[src/rtl/alu_req_arbiter.sv]
// Two-requester sequencer/arbiter in front of a shared 16-bit ALU with a tagged response channel.
// Optional build macro: ALU_ILLEGAL_TRAP_EN traps unimplemented opcodes with rsp_err instead of issuing them.
module alu_req_arbiter #(
  parameter int unsigned WIDTH         = 16,
  parameter int unsigned SETTLE_CYCLES = 1
) (
  input  logic             clk,
  input  logic             rst,
  input  logic             r0_valid,
  output logic             r0_ready,
  input  logic [3:0]       r0_opcode,
  input  logic [WIDTH-1:0] r0_a,
  input  logic [WIDTH-1:0] r0_b,
  input  logic             r1_valid,
  output logic             r1_ready,
  input  logic [3:0]       r1_opcode,
  input  logic [WIDTH-1:0] r1_a,
  input  logic [WIDTH-1:0] r1_b,
  output logic             rsp_valid,
  input  logic             rsp_ready,
  output logic             rsp_id,
  output logic [WIDTH-1:0] rsp_data,
  output logic             rsp_cf,
  output logic             rsp_sf,
  output logic             rsp_zf,
  output logic             rsp_err,
  output logic [WIDTH-1:0] alu_a,
  output logic [WIDTH-1:0] alu_b,
  output logic [3:0]       alu_opcode,
  input  logic [WIDTH-1:0] alu_r,
  input  logic             alu_cf,
  input  logic             alu_sf,
  input  logic             alu_zf
);

  localparam int unsigned CNT_W  = 4;
  localparam logic [3:0]  OP_SUB = 4'b0110;
  localparam logic [3:0]  OP_CMP = 4'b1011;

  typedef enum logic [1:0] {IDLE, EXEC, RESP} state_e;

  state_e             state_q, state_d;
  logic               last_id_q, last_id_d;
  logic [CNT_W-1:0]   cnt_q, cnt_d;
  logic               is_cmp_q, is_cmp_d;
  logic [WIDTH-1:0]   alu_a_q, alu_a_d;
  logic [WIDTH-1:0]   alu_b_q, alu_b_d;
  logic [3:0]         alu_opcode_q, alu_opcode_d;
  logic               rsp_valid_q, rsp_valid_d;
  logic               rsp_id_q, rsp_id_d;
  logic [WIDTH-1:0]   rsp_data_q, rsp_data_d;
  logic               rsp_cf_q, rsp_cf_d;
  logic               rsp_sf_q, rsp_sf_d;
  logic               rsp_zf_q, rsp_zf_d;
  logic               rsp_err_q, rsp_err_d;

  logic               grant_valid_c;
  logic               grant_id_c;
  logic               accept_c;
  logic               trap_c;
  logic [3:0]         sel_opcode_c;
  logic [WIDTH-1:0]   sel_a_c;
  logic [WIDTH-1:0]   sel_b_c;

  // Round-robin grant: on a tie the requester that did not win last time goes first.
  always_comb begin
    grant_valid_c = 1'b0;
    grant_id_c    = 1'b0;
    if (r0_valid && r1_valid) begin
      grant_valid_c = 1'b1;
      grant_id_c    = ~last_id_q;
    end else if (r0_valid) begin
      grant_valid_c = 1'b1;
      grant_id_c    = 1'b0;
    end else if (r1_valid) begin
      grant_valid_c = 1'b1;
      grant_id_c    = 1'b1;
    end
  end

  assign r0_ready = !rst && (state_q == IDLE) && grant_valid_c && !grant_id_c;
  assign r1_ready = !rst && (state_q == IDLE) && grant_valid_c &&  grant_id_c;
  assign accept_c = (r0_valid && r0_ready) || (r1_valid && r1_ready);

  assign sel_opcode_c = grant_id_c ? r1_opcode : r0_opcode;
  assign sel_a_c      = grant_id_c ? r1_a      : r0_a;
  assign sel_b_c      = grant_id_c ? r1_b      : r0_b;

`ifdef ALU_ILLEGAL_TRAP_EN
  assign trap_c = (sel_opcode_c == 4'b0111) || (sel_opcode_c[3:2] == 2'b11);
`else
  assign trap_c = 1'b0;
`endif

  // Next-state and register updates.
  always_comb begin
    state_d      = state_q;
    last_id_d    = last_id_q;
    cnt_d        = cnt_q;
    is_cmp_d     = is_cmp_q;
    alu_a_d      = alu_a_q;
    alu_b_d      = alu_b_q;
    alu_opcode_d = alu_opcode_q;
    rsp_valid_d  = rsp_valid_q;
    rsp_id_d     = rsp_id_q;
    rsp_data_d   = rsp_data_q;
    rsp_cf_d     = rsp_cf_q;
    rsp_sf_d     = rsp_sf_q;
    rsp_zf_d     = rsp_zf_q;
    rsp_err_d    = rsp_err_q;
    case (state_q)
      IDLE: begin
        if (accept_c) begin
          last_id_d = grant_id_c;
          if (trap_c) begin
            // Trapped op bypasses the ALU entirely; its inputs keep their old values.
            state_d     = RESP;
            rsp_valid_d = 1'b1;
            rsp_id_d    = grant_id_c;
            rsp_data_d  = '0;
            rsp_cf_d    = 1'b0;
            rsp_sf_d    = 1'b0;
            rsp_zf_d    = 1'b0;
            rsp_err_d   = 1'b1;
          end else begin
            state_d      = EXEC;
            cnt_d        = CNT_W'(SETTLE_CYCLES - 1);
            is_cmp_d     = (sel_opcode_c == OP_CMP);
            alu_a_d      = sel_a_c;
            alu_b_d      = sel_b_c;
            alu_opcode_d = (sel_opcode_c == OP_CMP) ? OP_SUB : sel_opcode_c;
          end
        end
      end
      EXEC: begin
        if (cnt_q == '0) begin
          state_d     = RESP;
          rsp_valid_d = 1'b1;
          rsp_id_d    = last_id_q;
          rsp_data_d  = is_cmp_q ? '0 : alu_r;
          rsp_cf_d    = alu_cf;
          rsp_sf_d    = alu_sf;
          rsp_zf_d    = alu_zf;
          rsp_err_d   = 1'b0;
        end else begin
          cnt_d = cnt_q - CNT_W'(1);
        end
      end
      RESP: begin
        if (rsp_ready) begin
          state_d     = IDLE;
          rsp_valid_d = 1'b0;
        end
      end
      default: state_d = IDLE;
    endcase
  end

  always_ff @(posedge clk) begin
    if (rst) begin
      state_q      <= IDLE;
      last_id_q    <= 1'b1;
      cnt_q        <= '0;
      is_cmp_q     <= 1'b0;
      alu_a_q      <= '0;
      alu_b_q      <= '0;
      alu_opcode_q <= '0;
      rsp_valid_q  <= 1'b0;
      rsp_id_q     <= 1'b0;
      rsp_data_q   <= '0;
      rsp_cf_q     <= 1'b0;
      rsp_sf_q     <= 1'b0;
      rsp_zf_q     <= 1'b0;
      rsp_err_q    <= 1'b0;
    end else begin
      state_q      <= state_d;
      last_id_q    <= last_id_d;
      cnt_q        <= cnt_d;
      is_cmp_q     <= is_cmp_d;
      alu_a_q      <= alu_a_d;
      alu_b_q      <= alu_b_d;
      alu_opcode_q <= alu_opcode_d;
      rsp_valid_q  <= rsp_valid_d;
      rsp_id_q     <= rsp_id_d;
      rsp_data_q   <= rsp_data_d;
      rsp_cf_q     <= rsp_cf_d;
      rsp_sf_q     <= rsp_sf_d;
      rsp_zf_q     <= rsp_zf_d;
      rsp_err_q    <= rsp_err_d;
    end
  end

  assign alu_a      = alu_a_q;
  assign alu_b      = alu_b_q;
  assign alu_opcode = alu_opcode_q;
  assign rsp_valid  = rsp_valid_q;
  assign rsp_id     = rsp_id_q;
  assign rsp_data   = rsp_data_q;
  assign rsp_cf     = rsp_cf_q;
  assign rsp_sf     = rsp_sf_q;
  assign rsp_zf     = rsp_zf_q;
  assign rsp_err    = rsp_err_q;

endmodule

[config.mk]
export PLATFORM = sky130hd
export DESIGN_NAME = alu_req_arbiter
export DESIGN_NICKNAME = d
export VERILOG_FILES = /design/src/rtl/alu_req_arbiter.sv
export SDC_FILE = /design/constraint.sdc
export NUM_CORES = 1
export LEC_CHECK = 0
export ABC_AREA = 1
export CORE_MARGIN = 2
export CORE_UTILIZATION = 34
export CTS_CLUSTER_DIAMETER = 150
export DETAILED_ROUTE_END_ITERATION = 10
export PLACE_DENSITY = 0.76
export SLEW_MARGIN = 5
export SYNTH_ARGS = -nofsm -noshare
export SYNTH_HDL_FRONTEND = slang
export SYNTH_SLANG_ARGS = --single-unit
[constraint.sdc]
create_clock -name clk -period 1.6 [get_ports clk]
set_input_delay 0.32 -clock clk [delete_from_list [all_inputs] [get_ports clk]]
set_output_delay 0.32 -clock clk [all_outputs]
set_load 0.02 [all_outputs]
==> metrics.txt <==
# TYPE chip_impl_metric gauge
chip_impl_metric{name="fillCellCount",unit=""} 844
chip_impl_metric{name="period_needed",unit="ns"} 1.54
chip_impl_metric{name="cts_hold_buffers",unit=""} 0
chip_impl_metric{name="clk_transition_reported_paths",unit="ns"} 0.07
chip_impl_metric{name="grt_antenna_before_repair",unit=""} 0
chip_impl_metric{name="fin_worst_skew",unit="ns"} 0.00744
chip_impl_info{name="result_of_the_run",value="complete, no violations"} 1
chip_impl_metric{name="route.vias.total",unit=""} 3370
chip_impl_metric{name="antenna-diode-count",unit=""} 0
chip_impl_info{name="setup_repair_after_global_routing_missed_its_margin",value="yes"} 1
chip_impl_metric{name="finalSetupTns",unit="ns"} 0
chip_impl_metric{name="final_layout_size_suffix_gt1_share",unit="%"} 11.6
chip_impl_metric{name="timing.hold.ws",unit="ns"} 0.452
chip_impl_metric{name="global_route.usage.met2",unit="%"} 34.5
chip_impl_metric{name="core_occupancy_in_the_finished_layout",unit="%"} 56.4
chip_impl_metric{name="first_pass_iters",unit=""} 5
chip_impl_metric{name="met3_use_gr",unit="%"} 5.65
chip_impl_metric{name="stdcell_area",unit="um2"} 4900
chip_impl_metric{name="max-clock-path-buffers",unit=""} 2
chip_impl_metric{name="drt-initial-drc-count",unit=""} 135
chip_impl_metric{name="synth_seq_area_share",unit="%"} 43.1
chip_impl_info{name="crit_path_start_kind",value="flop"} 1
chip_impl_metric{name="core_area",unit="um2"} 8680
chip_impl_metric{name="hold_viol_final",unit=""} 0
chip_impl_info{name="layout_commonest_cell",value="nand2_1"} 1
chip_impl_metric{name="slowest_delay",unit="ns"} 0.33
chip_impl_metric{name="power_leakage",unit="nW"} 2.30
chip_impl_metric{name="number_of_synthesized_register_bits",unit=""} 65
chip_impl_metric{name="wire_length_of_the_first_global_routing_pass",unit="mm"} 14.7
chip_impl_metric{name="detailed_place_hpwl",unit="mm"} 6.63
chip_impl_metric{name="final_antenna_net_count",unit=""} 0
chip_impl_info{name="cts_tree",value="yes"} 1
chip_impl_metric{name="synth-warning-count",unit=""} 0
chip_impl_metric{name="tightest_slew",unit="ns"} 0.553
chip_impl_metric{name="grt.overflow.total",unit=""} 0
chip_impl_metric{name="die_height",unit="um"} 98.3
chip_impl_metric{name="clock_latency_on_the_worst_skew_pair",unit="ns"} 0.34
chip_impl_metric{name="die_area",unit="um2"} 9650
chip_impl_metric{name="htree_num_levels",unit=""} 3
chip_impl_metric{name="power.density_cell_area",unit="nW/um2"} 1010
chip_impl_metric{name="synthDominantCellAreaShare",unit="%"} 43.1
chip_impl_info{name="netlist_top_cells_area",value="dfxtp_1 (43%), nand2_1 (20%), nand3_1 (9.4%)"} 1
chip_impl_metric{name="max_clock_freq",unit="MHz"} 648
chip_impl_metric{name="rrSetupSlack",unit="ns"} 0.15
chip_impl_metric{name="required",unit="ns"} 1.28
chip_impl_info{name="timing.rr.end",value="rsp_data[12]$_SDFFE_PP0P_"} 1
chip_impl_metric{name="die_w",unit="um"} 98.3
chip_impl_metric{name="final.setup.worst_slack",unit="ns"} 0.0575
chip_impl_metric{name="power.ir.vdd_worst",unit="mV"} 0.534
chip_impl_info{name="hold_class",value="in -> reg"} 1
chip_impl_info{name="crit_type",value="reg -> out"} 1
chip_impl_info{name="mostFrequentLayoutCells",value="nand2_1 (160), clkdlybuf4s50_1 (92), dfxtp_1 (63)"} 1
chip_impl_metric{name="slew_violations",unit=""} 0
chip_impl_metric{name="groute.layer.met1.usage",unit="%"} 20.2
chip_impl_info{name="busiest_layer_in_global_routing",value="met2"} 1
chip_impl_metric{name="placement.cell_area",unit="um2"} 4650
chip_impl_metric{name="fin_nets",unit=""} 690
chip_impl_metric{name="grt_max_degree",unit=""} 53
chip_impl_info{name="crit_chain",value="inv_2, nand2_4, nor2_4, nand2_4, clkinv_4, nand2_2, inv_2, buf_6"} 1
chip_impl_metric{name="syn-num-nets",unit=""} 533
chip_impl_metric{name="number_of_clock_buffers_inserted_by_tritoncts",unit=""} 9
chip_impl_info{name="critical_path.reg2reg.startpoint",value="cnt_q[0]$_SDFFE_PP0P_"} 1
chip_impl_metric{name="synthesis.instances",unit=""} 435
chip_impl_metric{name="initial_core_util",unit="%"} 34.8
chip_impl_metric{name="num_io_pins",unit=""} 156
chip_impl_metric{name="area_growth",unit="%"} 62.1
chip_impl_metric{name="wirelength_per_cell",unit="um"} 13.0
chip_impl_info{name="setup.worst_path.end_class",value="output port"} 1
chip_impl_info{name="ctsRootBufferMaster",value="clkbuf_8"} 1
chip_impl_info{name="critical_path.startpoint",value="state_q[1]$_SDFFE_PP0P_"} 1
chip_impl_metric{name="reg2regPathDepth",unit=""} 7
chip_impl_metric{name="netlist_area",unit="um2"} 3020
chip_impl_metric{name="portBuffers",unit=""} 154
chip_impl_metric{name="max_cap_violations",unit=""} 0
chip_impl_metric{name="placementRows",unit=""} 34
chip_impl_metric{name="setup_violations",unit=""} 0
chip_impl_metric{name="gr_usage_total",unit="%"} 18.8
chip_impl_metric{name="postSynthAreaPerCell",unit="um2"} 6.94
chip_impl_info{name="yosys.area.top_type",value="dfxtp_1"} 1
chip_impl_info{name="cp-endpoint",value="r0_ready"} 1
chip_impl_metric{name="vias_in_the_first_global_route",unit=""} 3180
chip_impl_metric{name="synth.distinct_cells",unit=""} 25
chip_impl_metric{name="worstPathMaxFanout",unit=""} 4
chip_impl_metric{name="routed_via_density",unit=""} 4.78
chip_impl_metric{name="drt_drc_violations_left",unit=""} 0
chip_impl_metric{name="dpl_worst_slack",unit="ns"} -0.591
chip_impl_metric{name="finalWirelength",unit="mm"} 9.18
chip_impl_metric{name="gp_congestion",unit=""} 0.835
chip_impl_metric{name="cp.arrival",unit="ns"} 1.22
chip_impl_metric{name="worst_slew_margin_rel",unit="%"} 63.1
chip_impl_info{name="timing.critical_path.slowest_stage_cell",value="dfxtp_2"} 1
chip_impl_metric{name="tritoncts_num_sinks",unit=""} 65
chip_impl_metric{name="fin_crit_sh",unit="%"} 96.4
-- power by group --
group	internal, mW	switching, mW
logic	0.574	0.686
clock network	1.20	0.671
registers	1.76	0.0732
-- worst max-delay path: cells and delay by family (launching register included) --
kind | cells | cell delay [ns]
flops | 1 | 0.33
buf+inv | 4 | 0.28
simple gates | 4 | 0.27
-- cell usage after synthesis --
master	instances
o22ai_2	1
inv_1	12
nand2_2	5
a21oi_1	53
o21ai_0	1
o31ai_1	1
nor3_1	1
conb_1	1
buf_6	4
nand3_1	57
o21ai_1	6
nand3_2	1
inv_2	6
nor2_2	4
ha_1	2
nor2_1	17
nand3b_1	5
dfxtp_1	65
nand2_4	3
buf_4	6
nand2_1	162
buf_2	11
buf_8	1
clkinv_4	1
clkbuf_1	9
-- layer usage --
metal | part of all wire (%) | vias up
met2 | 51 | 124
met5 | 0 | -
met3 | 6.8 | 18
met4 | 2.8 | 0
li1 | - | 1710
met1 | 39 | 1518
-- area by class of cell --
type / instances / area, um2 / share of cell area (%)
Inverter: 19 / 76.3 / 1.56
Tap cell: 108 / 135 / 2.76
Clock buffer: 9 / 124 / 2.53
Multi-Input combinational cell: 320 / 1460 / 29.9
Sequential cell: 65 / 1300 / 26.6
Timing Repair Buffer: 177 / 1650 / 33.7
Clock inverter: 7 / 143 / 2.91
-- what timing repair did --
item / 4_1_cts / 5_1_grt
resized for setup: 76 / 3
setup buffers: 2 / 2
endpoints found under the setup margin: 60 / 2
pin swaps: 2 / 2
-- worst min path at each step --
| stage | startpoint | to | slack (ns) | depth (start not counted) |
|---|---|---|---|---|
| floorplan | alu_cf | rsp_cf$_SDFFE_PP0P_ | 0.45 | 2 |
| global placement | alu_a[1]$_SDFFE_PP0P_ | alu_a[1]$_SDFFE_PP0P_ | 0.45 | 2 |
| detailed placement | alu_b[4]$_SDFFE_PP0P_ | alu_b[4]$_SDFFE_PP0P_ | 0.45 | 2 |
| CTS | rst | alu_opcode[1]$_SDFFE_PP0P_ | 0.39 | 5 |
| global route | rst | cnt_q[3]$_SDFFE_PP0P_ | 0.47 | 5 |
| finish | rst | rsp_cf$_SDFFE_PP0P_ | 0.45 | 5 |
-- per-stage QoR --
stage               cells  power (mW)
floorplan             435        2.58
global placement      685        3.17
detailed placement    685        3.20
CTS                   703        4.99
global route          705        5.22
finish                705        4.96
-- cells by family (layout without fill, tap and decap cells) --
logic type                 after synthesis  count (layout)  synth area share, %
other                                    1               1                0.124
and+or+nand+nor                        255             255                 36.4
adders and majority gates                2               2                0.828
DFF                                     65              65                 43.1
AOI/OAI and AO/OA                       62              62                 10.6
buffers and inverters                   50             212                 8.95
-- sequential cells by signal, indices dropped and copies added (netlist names), 2 cells and up --
name,cells
rsp_data,16
alu_b,16
alu_opcode,4
state_q,2
alu_a,16
cnt_q,4
Power figures use the tool's default switching activity.
